File: src/rtl/priv_trap_sequencer_if.sv
// Redirect handshake between the trap sequencer and the hazard unit.
// master = sequencer, slave = hazard unit.
interface priv_trap_sequencer_if #(
  parameter int XLEN = 32
);
  logic            intr;
  logic            pipe_clear;
  logic            insert_pc;
  logic [XLEN-1:0] priv_pc;

  modport master (
    output intr,
    output insert_pc,
    output priv_pc,
    input  pipe_clear
  );

  modport slave (
    input  intr,
    input  insert_pc,
    input  priv_pc,
    output pipe_clear
  );
endinterface

File: src/rtl/priv_trap_sequencer.sv
// Trap/return/wfi sequencer: prioritise, latch cause, flush, redirect.
// Optional vectored interrupt targets: define PRIV_TRAP_VECTORED_EN.
module priv_trap_sequencer #(
  parameter int XLEN    = 32,
  parameter int CAUSE_W = 5
) (
  input  logic               CLK,
  input  logic               nRST,
  input  logic               fault_insn,
  input  logic               mal_insn,
  input  logic               illegal_insn,
  input  logic               fault_l,
  input  logic               mal_l,
  input  logic               fault_s,
  input  logic               mal_s,
  input  logic               breakpoint,
  input  logic               env,
  input  logic               mret,
  input  logic               sret,
  input  logic               wfi,
  input  logic               timer_int,
  input  logic               soft_int,
  input  logic               ext_int,
  input  logic               mie_global,
  input  logic [XLEN-1:0]    epc,
  input  logic [XLEN-1:0]    badaddr,
  input  logic [XLEN-1:0]    mtvec,
  input  logic [XLEN-1:0]    mepc_r,
  input  logic [XLEN-1:0]    sepc_r,
  priv_trap_sequencer_if.master pif,
  output logic               trap_commit,
  output logic [CAUSE_W-1:0] cause_o,
  output logic               cause_intr_o,
  output logic [XLEN-1:0]    epc_o,
  output logic [XLEN-1:0]    tval_o,
  output logic               wfi_stall
);

  typedef enum logic [2:0] {
    IDLE,
    TRAP_WAIT,
    TRAP_INS,
    RET_WAIT,
    RET_INS,
    WFI_SLEEP
  } state_t;

  state_t state, state_n;

  logic               exc;
  logic               exc_tv;
  logic [CAUSE_W-1:0] exc_cause;
  logic               irq;
  logic [CAUSE_W-1:0] irq_cause;
  logic               take_trap;
  logic               take_ret;
  logic [XLEN-1:0]    ret_pc;
  logic [XLEN-1:0]    trap_pc;
  logic               intr_c;
  logic               ins_c;
  logic [XLEN-1:0]    pc_c;

  // Fixed exception priority; exc_tv marks address-carrying causes.
  always_comb begin
    exc       = 1'b1;
    exc_tv    = 1'b1;
    exc_cause = '0;
    if (breakpoint) begin
      exc_cause = CAUSE_W'(3);
      exc_tv    = 1'b0;
    end else if (fault_insn) begin
      exc_cause = CAUSE_W'(1);
    end else if (mal_insn) begin
      exc_cause = CAUSE_W'(0);
    end else if (illegal_insn) begin
      exc_cause = CAUSE_W'(2);
      exc_tv    = 1'b0;
    end else if (env) begin
      exc_cause = CAUSE_W'(11);
      exc_tv    = 1'b0;
    end else if (mal_l) begin
      exc_cause = CAUSE_W'(4);
    end else if (mal_s) begin
      exc_cause = CAUSE_W'(6);
    end else if (fault_l) begin
      exc_cause = CAUSE_W'(5);
    end else if (fault_s) begin
      exc_cause = CAUSE_W'(7);
    end else begin
      exc    = 1'b0;
      exc_tv = 1'b0;
    end
  end

  always_comb begin
    irq = mie_global & (ext_int | soft_int | timer_int);
    if (ext_int)       irq_cause = CAUSE_W'(11);
    else if (soft_int) irq_cause = CAUSE_W'(3);
    else               irq_cause = CAUSE_W'(7);
  end

  always_comb begin
    trap_pc = {mtvec[XLEN-1:2], 2'b00};
`ifdef PRIV_TRAP_VECTORED_EN
    if (mtvec[1:0] == 2'b01 && cause_intr_o)
      trap_pc = trap_pc + (XLEN'(cause_o) << 2);
`endif
  end

  always_comb begin
    state_n     = state;
    take_trap   = 1'b0;
    take_ret    = 1'b0;
    intr_c      = 1'b0;
    ins_c       = 1'b0;
    pc_c        = '0;
    trap_commit = 1'b0;
    wfi_stall   = 1'b0;
    unique case (state)
      IDLE: begin
        if (exc || irq) begin
          take_trap = 1'b1;
          state_n   = TRAP_WAIT;
        end else if (mret || sret) begin
          take_ret = 1'b1;
          state_n  = RET_WAIT;
        end else if (wfi) begin
          state_n = WFI_SLEEP;
        end
      end
      TRAP_WAIT: begin
        intr_c = 1'b1;
        if (pif.pipe_clear) state_n = TRAP_INS;
      end
      TRAP_INS: begin
        intr_c      = 1'b1;
        ins_c       = 1'b1;
        trap_commit = 1'b1;
        pc_c        = trap_pc;
        state_n     = IDLE;
      end
      RET_WAIT: begin
        intr_c = 1'b1;
        if (pif.pipe_clear) state_n = RET_INS;
      end
      RET_INS: begin
        intr_c  = 1'b1;
        ins_c   = 1'b1;
        pc_c    = ret_pc;
        state_n = IDLE;
      end
      WFI_SLEEP: begin
        wfi_stall = 1'b1;
        if (timer_int || soft_int || ext_int) state_n = IDLE;
      end
      default: state_n = IDLE;
    endcase
  end

  assign pif.intr      = intr_c;
  assign pif.insert_pc = ins_c;
  assign pif.priv_pc   = pc_c;

  always_ff @(posedge CLK or negedge nRST) begin
    if (!nRST) begin
      state        <= IDLE;
      cause_o      <= '0;
      cause_intr_o <= 1'b0;
      epc_o        <= '0;
      tval_o       <= '0;
      ret_pc       <= '0;
    end else begin
      state <= state_n;
      if (take_trap) begin
        cause_o      <= exc ? exc_cause : irq_cause;
        cause_intr_o <= ~exc;
        epc_o        <= epc;
        tval_o       <= exc_tv ? badaddr : '0;
      end
      if (take_ret)
        ret_pc <= mret ? mepc_r : sepc_r;
    end
  end

endmodule

File: src/flat_wrapper.sv
// flat-port wrapper written by rule: the top's interface ports become plain ports
module priv_trap_sequencer_flat 
#(
  parameter int XLEN    = 32,
  parameter int CAUSE_W = 5
)
  (CLK, nRST, fault_insn, mal_insn, illegal_insn, fault_l, mal_l, fault_s, mal_s, breakpoint, env, mret, sret, wfi, timer_int, soft_int, ext_int, mie_global, epc, badaddr, mtvec, mepc_r, sepc_r, trap_commit, cause_o, cause_intr_o, epc_o, tval_o, wfi_stall, pif_intr, pif_insert_pc, pif_priv_pc, pif_pipe_clear);
  priv_trap_sequencer_if #(.XLEN(XLEN)) pif_i ();
  input  logic CLK;
  input  logic nRST;
  input  logic fault_insn;
  input  logic mal_insn;
  input  logic illegal_insn;
  input  logic fault_l;
  input  logic mal_l;
  input  logic fault_s;
  input  logic mal_s;
  input  logic breakpoint;
  input  logic env;
  input  logic mret;
  input  logic sret;
  input  logic wfi;
  input  logic timer_int;
  input  logic soft_int;
  input  logic ext_int;
  input  logic mie_global;
  input  logic [XLEN-1:0] epc;
  input  logic [XLEN-1:0] badaddr;
  input  logic [XLEN-1:0] mtvec;
  input  logic [XLEN-1:0] mepc_r;
  input  logic [XLEN-1:0] sepc_r;
  output logic trap_commit;
  output logic [CAUSE_W-1:0] cause_o;
  output logic cause_intr_o;
  output logic [XLEN-1:0] epc_o;
  output logic [XLEN-1:0] tval_o;
  output logic wfi_stall;
  output wire logic [$bits(pif_i.intr)-1:0] pif_intr;
  output wire logic [$bits(pif_i.insert_pc)-1:0] pif_insert_pc;
  output wire logic [$bits(pif_i.priv_pc)-1:0] pif_priv_pc;
  input wire logic [$bits(pif_i.pipe_clear)-1:0] pif_pipe_clear;
  assign pif_intr = pif_i.intr;
  assign pif_insert_pc = pif_i.insert_pc;
  assign pif_priv_pc = pif_i.priv_pc;
  assign pif_i.pipe_clear = pif_pipe_clear;
  priv_trap_sequencer #(.XLEN(XLEN), .CAUSE_W(CAUSE_W)) u_core (.CLK(CLK), .nRST(nRST), .fault_insn(fault_insn), .mal_insn(mal_insn), .illegal_insn(illegal_insn), .fault_l(fault_l), .mal_l(mal_l), .fault_s(fault_s), .mal_s(mal_s), .breakpoint(breakpoint), .env(env), .mret(mret), .sret(sret), .wfi(wfi), .timer_int(timer_int), .soft_int(soft_int), .ext_int(ext_int), .mie_global(mie_global), .epc(epc), .badaddr(badaddr), .mtvec(mtvec), .mepc_r(mepc_r), .sepc_r(sepc_r), .pif(pif_i), .trap_commit(trap_commit), .cause_o(cause_o), .cause_intr_o(cause_intr_o), .epc_o(epc_o), .tval_o(tval_o), .wfi_stall(wfi_stall));
endmodule
File: config.mk
export PLATFORM = sky130hd
export DESIGN_NAME = priv_trap_sequencer_flat
export DESIGN_NICKNAME = d
export VERILOG_FILES = /design/src/rtl/priv_trap_sequencer_if.sv /design/src/rtl/priv_trap_sequencer.sv /design/src/flat_wrapper.sv
export SDC_FILE = /design/constraint.sdc
export NUM_CORES = 1
export LEC_CHECK = 0
export ABC_AREA = 1
export BUFFER_PORTS_ARGS = -buffer_cell sky130_fd_sc_hd__buf_2
export CAP_MARGIN = 20
export CORE_MARGIN = 4
export CORE_UTILIZATION = 44
export CTS_CLUSTER_SIZE = 40
export DETAILED_ROUTE_END_ITERATION = 12
export PLACE_DENSITY = 0.88
export SETUP_SLACK_MARGIN = 0.2
export SYNTH_ARGS = -nofsm -noshare
export SYNTH_HDL_FRONTEND = slang
export SYNTH_SLANG_ARGS = --single-unit
export TNS_END_PERCENT = 5
File: constraint.sdc
create_clock -name CLK -period 1.7 [get_ports CLK]
set_input_delay 0.255 -clock CLK [delete_from_list [all_inputs] [get_ports CLK]]
set_output_delay 0.255 -clock CLK [all_outputs]
set_load 0.01 [all_outputs]
# --- After elaboration in Yosys (flattened, before gate mapping) ---
# Index checks and enable logic that the tools add are counted.
op_classes:
  n_div: 0
  mul: 0
  bitwise: 4
  n_reduce_logical: 8
  eq_ne: 9
  n_mux: 45
  addsub: 0
  shifts: 0
  order_cmp: 0
ops:
  columns: ["op", "n"]
  rows:
  - ["32-bit two-way mux", 2]
  - ["32-bit case mux with 2 select lines", 1]
  - ["5-bit two-way mux", 10]
  - ["3-bit two-way mux", 8]
  - ["1-bit two-way mux", 23]
  - ["3-bit case mux with 4 select lines", 1]
  - ["3-bit by 2-bit == test with 1-bit output (second input constant)", 2]
  - ["3-bit == test (second input constant)", 2]
  - ["1-bit logical OR", 4]
  - ["2-bit != test (second input constant)", 2]
  - ["4-bit by 2-bit != test with 1-bit output (second input constant)", 1]
  - ["4-bit AND reduction", 1]
  - ["4-bit OR reduction", 1]
  - ["3-bit by 1-bit == test with 1-bit output (second input constant)", 1]
  - ["3-bit zero test", 1]
  - ["2-bit by 1-bit != test with 1-bit output (second input constant)", 1]
  - ["1-bit bitwise OR", 2]
  - ["2-bit OR reduction", 1]
  - ["1-bit AND", 1]
  - ["1-bit NOT", 1]
totals:
  in_bits: 179
  out_inout_bits: 106
  latch_bits: 0
  romBits: 0
  wordCells: 72
  mem_count: 0
  mem_bits_rw: 0
  reg_bits: 105

# --- Longest topological paths before layout ---
# Gate-level depths: netlist (run 1).
logic_depth:
  ltp_word: 12
  mapped_depth: 10
  mapped_depth_nobuf: 8

# --- Worst setup path after synthesis (run 1) ---
# No wires, ideal clock.
synth_timing:
  path_kind: "reg-to-output"
  start: "reg u_core.state[2]"
  end: "out pif_priv_pc[10]"
  slack_ns: 0.220
  path_stages_with_launch: 5
  required_ns: 1.445
  t_arrival_ns: 1.225
  n_path_buf: 2
  path_cell_list: "dfrtp_1 buf_2 nor3_2 clkbuf_1 a32o_1"
synth_between:
  elab_chain_cells: 2
  word_cells_on_any_way: 3
  cone_classes: "eq/ne (2); mux (1)"
synth_rtl:
  columns: ["element", "line", "rtl"]
  rows:
  - ["start: declaration", "priv_trap_sequencer.sv:48", "state_t state, state_n;"]
  - ["start signal: assignment", "priv_trap_sequencer.sv:173", "state <= state_n;"]
  - ["3-bit == test / 3-bit by 2-bit == test with 1-bit output (equally long branches)", "priv_trap_sequencer.sv:119", "unique case (state)"]
  - ["32-bit case mux with 2 select lines (*)", "priv_trap_sequencer.sv:119", null]
  - ["end: declaration", "flat_wrapper.sv:40", "output wire logic [$bits(pif_i.priv_pc)-1:0] pif_priv_pc;"]
# Mark *: on every way between the ends. The rest lies on a longest branch, timed or not.

# --- Worst setup path in the final report (run 1) ---
layout_timing:
  start: "reg u_core.state[1]"
  end: "out pif_priv_pc[28]"
# The elaborated chain is that of the path after synthesis.

==> results of run 1 <==
==> cell usage after synthesis (3+ instances only) <==
| library cell | instances | area share |
|---|---|---|
| a32o_1 | 30 | 0.061 |
| mux2i_1 | 32 | 0.066 |
| nor2_2 | 3 | 0.0038 |
| inv_1 | 11 | 0.0084 |
| nand4_1 | 3 | 0.0038 |
| buf_4 | 9 | 0.014 |
| nor2_1 | 16 | 0.012 |
| buf_2 | 9 | 0.0092 |
| o21ai_0 | 39 | 0.040 |
| o21ai_1 | 29 | 0.030 |
| dfrtp_1 | 104 | 0.53 |
| nand3_1 | 6 | 0.0061 |
| nand2_1 | 228 | 0.18 |
| buf_6 | 4 | 0.0092 |
| clkbuf_1 | 17 | 0.013 |
==> cell families after synthesis <==
logic type	count (synthesis)	synth area share
muxes	32	0.0655
buffers and inverters	52	0.0558
AOI/OAI and AO/OA	101	0.135
and+or+nand+nor	262	0.210
DFF	104	0.533
other	1	0.000767
==> how the worst max path moves through the flow <==
stage | end | depth (start not counted)
2_1_floorplan | pif_priv_pc[10] | 4
3_3_place_gp | u_core.epc_o[2]$_DFFE_PN0P_ | 7
3_5_place_dp | u_core.epc_o[2]$_DFFE_PN0P_ | 7
4_1_cts | pif_priv_pc[13] | 6
5_1_grt | pif_priv_pc[23] | 6
6_report | pif_priv_pc[28] | 6
==> area by class of cell <==
cell class / instances / area (sq um)
repair buffers: 306 / 1790
multi-input cells: 396 / 2060
fillers: 946 / 3950
flip-flops and latches: 104 / 2600
clock buffers: 9 / 124
diodes: 2 / 5.00
well taps: 140 / 175
inverters: 13 / 63.8
clock inverters: 7 / 75.1
==> metrics by stage <==
step / area (sq um) / total power, W / std cells / hold slack [ps] / util
floorplan: 4890 / 0.00654 / 552 / -40.6 / -
detailed placement: 6440 / 0.00835 / 947 / 369 / 0.594
finish: 6890 / 0.0105 / 977 / 84.5 / 0.636
CTS: 6800 / 0.0104 / 971 / 57.5 / 0.627
global placement: 6440 / 0.00821 / 947 / 372 / 0.594
global route: 6890 / 0.0113 / 976 / 57.2 / 0.635
==> sequential cells by signal, indices dropped and copies added, names as in the netlist <==
| signal | flops |
|---|---|
| u_core.cause_o | 4 |
| u_core.ret_pc | 32 |
| u_core.tval_o | 32 |
| u_core.state | 3 |
| u_core.cause_intr_o | 1 |
| u_core.epc_o | 32 |
==> routing by layer <==
metal / vias up / global-route usage / wire length, microns
met1: 2235 / 0.270 / 5800
met4: 2 / 0.0601 / 233
met2: 225 / 0.419 / 8030
met5: - / 0 / 13
met3: 23 / 0.0780 / 1590
li1: 2398 / - / -
==> critical path, stage by stage, from the launching register on <==
cell and delay [ps]:
dfrtp_1 400, buf_6 130, nor2_4 180, buf_12 140
clkbuf_16 140, a32o_1 150, buf_2 120
==> power groups by stage <==
stage          Clock (W)  Sequential, W  Combinational (W)
2_1_floorplan          0        0.00419            0.00236
3_3_place_gp           0        0.00378            0.00443
3_5_place_dp           0        0.00381            0.00454
4_1_cts          0.00162        0.00377            0.00503
5_1_grt          0.00173        0.00387            0.00574
6_report         0.00157        0.00377            0.00519
==> what timing repair did <==
item,CTS,global route
hold buffers,1,0
gates cloned,2,1
hold endpoints to repair,104,0
buffers inserted,5,3
setup endpoints to repair,138,138
resized for setup,18,17
pin swaps,2,23
==> key figures, run 1 <==
Timing
  • Fin. Hold Viols: 0
  • Worst slew pin tran: roughly 540 ps
  • RSZ-0062 raised after global routing: yes
  • Minimum clock period: roughly 1900 ps
  • Max-slew headroom: 0.637
  • Pins over their slew limit: 0
  • Worst setup margin: -178 ps
  • Endpoints failing setup: 35
  • Tcrit/Tclk final: 1.10
  • Setup TNS: -4290 ps
  • Skew final: 15.2 ps
  • F_max: ~530 MHz

Hold path
  • Hold EP: u_core.epc_o[20]$_DFFE_PN0P_
  • Min-delay src: epc[20]
  • HP Class: primary input to flop
  • Hold depth: 3

Floorplan
  • Num rows: 38
  • Die H: between 100 and 150 microns
  • IO Pins: between 200 and 300
  • Die area: roughly 13000 sq um
  • Area of the core: roughly 11000 sq um
  • Starting density of the core: 0.451
  • Die X-Extent: ~110 microns

Setup path
  • CP Max Fanout: 7
  • Req. time, crit path: approximately 1400 ps
  • Worst Reg2Reg Path Length in Cells: 9
  • Worst Setup SP: u_core.state[1]$_DFFE_PN0P_
  • Arrival @ worst endpoint: 1620 ps
  • Reg2Reg Setup Slack: 50 ps
  • R2R Path Start: u_core.state[1]$_DFFE_PN0P_
  • Reg2reg end: u_core.ret_pc[19]$_DFFE_PN0P_
  • Critical path class: flop to primary output
  • Crit end category: primary output
  • Critical Path Start Type: flop

Logic synthesis
  • Cells after Synth: between 500 and 600
  • Syn Std Cell Area: 4890 sq um
  • Post-synthesis sequential area ratio: 0.533
  • Post-synth cell types: 26
  • Yosys warns: 0
  • EDFF count, synth: 0
  • Post-synthesis async set-or-reset flop share: 1.00
  • #FFs+latches synth: between 100 and 150
  • Syn_nets: 731
  • Post-synthesis area per instance: 8.85 sq um
  • Most used DFF post-synth: dfrtp_1

Final layout
  • Nets@finish: 1009
  • Commonest non-fill, non-tap cell in the layout: buf_2
  • Synth-to-layout area growth: 41.0%
  • Fraction of layout cells with a size suffix above 1: 0.410
  • Most frequent cells in the layout: buf_2, nand2_1, dfrtp_1

Detailed routing
  • Drt total wl: between 15000 and 20000 microns
  • DRC: 0
  • Routed Antenna Nets: 0
  • Starting DRT DRC Count: about 300
  • WL per Instance: approximately 16 microns
  • Via/cell ratio: roughly 5.0
  • Drt pass-1 iters: 4
  • Vias: about 5k

Placement
  • GP Congestion: around 0.84
  • DP HPWL: between 10000 and 15000 microns
  • Post-Place Worst Slack: -8.82 ps
  • PortBufs: approximately 280

Power
  • Reg power frac: 0.358
  • Gate power share: 0.493
  • Psw: 0.00432 W
  • Peak supply drop: about 0.0009 V
  • Clk network pwr share: 0.149
  • Internal power: just over 0.006 W
  • Pwr Density: around 1500 nW/um^2
  • Switching Fraction: 0.410
  • Leak Pwr: 3.84 nW

GRT
  • Largest net degree at the start of global routing: 105
  • Antenna violations before repair: 2
  • Vias in the first global route: between 4k and 5k
  • GRT Total Usage: 0.234
  • Global-route wire length before repair: between 20000 and 25000 microns
  • Total global routing overflow: 0

CTS
  • Skew-Pair Late Insertion Delay: 360 ps
  • Clock root cell: clkbuf_8
  • Cts bufs inserted: 9
  • Htree depth: 3
  • Longest Clk Path Bufs: 2
  • CTS sink cnt: roughly 100
  • CTS tree: done
  • Clk pin slew, worst setup/hold paths: roughly 100 ps

Flow run
  • MaxCap Viol Count: 0

Status
  • Failing checks: setup timing
  • Outcome: complete, but fails checks
No activity file was read; power rests on OpenSTA's default activity.
==> inputs of run 2 (changes only) <==
- ABC_AREA: 1 -> unset
- PLACE_DENSITY: 0.88 -> 0.87
==> run 2 against run 1 <==
The flow still finishes with violations (setup timing). Sequential power down 6.1%. Setup slack lost 82 ps. Register-to-register slack got worse by 160 ps. Wire length rose by 1.0%. Synthesized area grew 0.92%. Maximum frequency decreased by 4.2%. Clock power is 3% higher. Largest cell class unchanged.
==> key figures, run 2 <==
Status
  • Outcome: complete, but fails checks
  • Failing checks: setup timing

GRT
  • Global-route wire length before repair: between 20000 and 25000 microns
  • Antenna violations before repair: 3
  • Total global routing overflow: 0
  • Vias in the first global route: 4863
  • GRT Total Usage: 0.235
  • Largest net degree at the start of global routing: around 70

Detailed routing
  • Drt total wl: between 15000 and 20000 microns
  • Via/cell ratio: ~5.1
  • Post-Route M1 WL: roughly 5800 microns
  • WL per Instance: 16.9 microns
  • Top layer in use: met5
  • Wire length on met2: around 8400 microns
  • DRC: 0
  • Vias: roughly 4.8k
  • Drt pass-1 iters: 4
  • Starting DRT DRC Count: around 230
  • WL met3: about 1300 microns
  • Routed Antenna Nets: 0

Final layout
  • Commonest non-fill, non-tap cell in the layout: buf_2
  • Fin area: between 7000 and 8000 sq um
  • Synth-to-layout area growth: 51.7%
  • Fraction of layout cells with a size suffix above 1: 0.588
  • Layout fillers: 762
  • Nets@finish: 967
  • Cell Count, Final, Fillers Out: 935
  • Most frequent cells in the layout: buf_2, nand2_1, dfrtp_1
  • Largest regs: u_core.epc_o (32), u_core.ret_pc (32), u_core.tval_o (32)

Setup path
  • Crit-path cells: buf_6, nor3b_4, buf_6, buf_12, a22o_1, buf_2
  • Cell mode on critical path: buf_6
  • CP Max Fanout: 8
  • Worst Setup SP: u_core.state[2]$_DFFE_PN0P_
  • CP Buf/Inv Count: 4
  • Worst path max stage delay: between 400 and 500 ps
  • Crit end category: primary output
  • R2R Path Start: u_core.state[0]$_DFFE_PN0P_
  • Slowest-stage cell, CP: dfrtp_1
  • Req. time, crit path: between 1000 and 1500 ps
  • Arrival @ worst endpoint: roughly 1700 ps
  • Critical path class: flop to primary output
  • Cell family with most CP delay: buffers and inverters
  • Critical Path Start Type: flop
  • Reg2Reg Setup Slack: -110 ps

CTS
  • Cts bufs inserted: 9
  • Htree depth: 3
  • Clk pin slew, worst setup/hold paths: 110 ps
  • Skew-Pair Late Insertion Delay: 360 ps
  • Longest Clk Path Bufs: 2
  • CTS sink cnt: around 100
  • Clock root cell: clkbuf_8
  • CTS tree: done

Logic synthesis
  • Share of the synthesized area in the top cell type: 0.528
  • Synth area leaders: dfrtp_1, mux2_2, nand2_1, a22o_1, nand3_1
  • Post-synth cell types: 40
  • Yosys warns: 0
  • Top-count cell post-synth: nand2_1
  • Post-synthesis sequential area ratio: 0.528
  • Post-synthesis area per instance: 10.1 sq um
  • Cells after Synth: between 400 and 500
  • EDFF count, synth: 0
  • #FFs+latches synth: ~100
  • Area leader, netlist: dfrtp_1
  • Post-synthesis async set-or-reset flop share: 1.00
  • Syn_nets: roughly 670
  • Top cells by count, synth: nand2_1, dfrtp_1, mux2_2, nand3_1, a22o_1
  • Most used DFF post-synth: dfrtp_1
  • Syn Std Cell Area: between 4000 and 5000 sq um

Timing
  • Fin. Hold Viols: 0
  • Skew final: 13.8 ps
  • Fin Hold WS: approximately 74 ps
  • RSZ-0062 raised after global routing: yes
  • Worst setup margin: -261 ps
  • Tcrit/Tclk final: 1.15
  • Endpoints failing setup: 68
  • F_max: 510 MHz
  • Setup TNS: -9710 ps
  • Minimum clock period: 1960 ps
  • Pins over their slew limit: 0

Placement
  • PortBufs: 281
  • GP Congestion: around 0.84
  • DP HPWL: approximately 11000 microns
  • DP Area: about 6700 sq um
  • Dpl cells: 901

Floorplan
  • Die X-Extent: between 100 and 150 microns
  • Starting density of the core: 0.453
  • Area of the core: around 11000 sq um
  • Die area: around 13000 sq um
  • Die H: 114 microns
  • Num rows: 38
  • IO Pins: 285

Power
  • Pwr Density: 1340 nW/um^2
  • Peak supply drop: 0.000841 V
  • Leak Pwr: approximately 4.2 nW

Hold path
  • HP Class: primary input to flop
  • Min-delay src: epc[25]

Flow run
  • MaxCap Viol Count: 0
==> run 2: cell type report <==
type                    count  area (sq um)  share of cell area
clock buffers              10           128              0.0171
inverters                   1          3.75            0.000502
repair buffers            325          2050               0.274
diodes                      2          5.00            0.000669
well taps                 140           175              0.0234
multi-input cells         347          2440               0.326
clock inverters             6          76.3              0.0102
flip-flops and latches    104          2600               0.348
==> run 2: timing repair <==
item                                    in CTS  in global routing
gates resized for setup                     76                  9
hold buffers                                 1                  0
pin swaps                                   43                 25
hold endpoints to repair                    26                  0
cloned                                       4                  1
setup buffers                                9                  1
endpoints found under the setup margin     118                140
==> run 2: cells by family (layout without fill, tap and decap cells) <==
kind of cell	count (synthesis)	count (layout)	synth area share
AOI/OAI and AO/OA	46	46	0.0812
buffers and inverters	35	342	0.0398
and+or+nand+nor	234	234	0.201
xor gates and xnor gates	2	2	0.00355
other	1	3	0.000760
DFF	104	104	0.528
muxes	64	64	0.146
==> run 2: through the flow <==
| stage | utilization | setup WS, ps | total power, W |
|---|---|---|---|
| after CTS | 0.680 | -272 | 0.00991 |
| after floorplan | - | -51.1 | 0.00598 |
| after detailed placement | 0.615 | -229 | 0.00767 |
| final | 0.687 | -261 | 0.0100 |
| after global placement | 0.615 | -176 | 0.00754 |
| after global routing | 0.687 | -336 | 0.0107 |
==> run 2: power breakdown <==
group | switching (W) | internal (W)
combinational | 0.00269 | 0.00215
clock | 0.000904 | 0.000707
sequential | 0.000362 | 0.00318
==> run 2: tightest hold or removal path, delay by kind of cell <==
family | cells | cell delay, ps
and+or+nand+nor | 2 | 80
buffers and inverters | 1 | 70
==> run 2: path summary, 6_finish.rpt <==
| check | to | depth (start not counted) |
|---|---|---|
| max | pif_priv_pc[22] | 6 |
| min in group asynchronous | u_core.epc_o[21]$_DFFE_PN0P_ | 2 |
| max reg2reg | u_core.ret_pc[14]$_DFFE_PN0P_ | 6 |
| min reg2reg | u_core.epc_o[5]$_DFFE_PN0P_ | 2 |
| min | u_core.epc_o[25]$_DFFE_PN0P_ | 3 |
| max in group asynchronous | u_core.epc_o[28]$_DFFE_PN0P_ | 3 |
==> run 2: metal layers <==
layer	track usage	up-vias
li1	-	2256
met1	0.272	2290
met2	0.426	231
met3	0.0525	27
met4	0.0863	2
met5	0	-
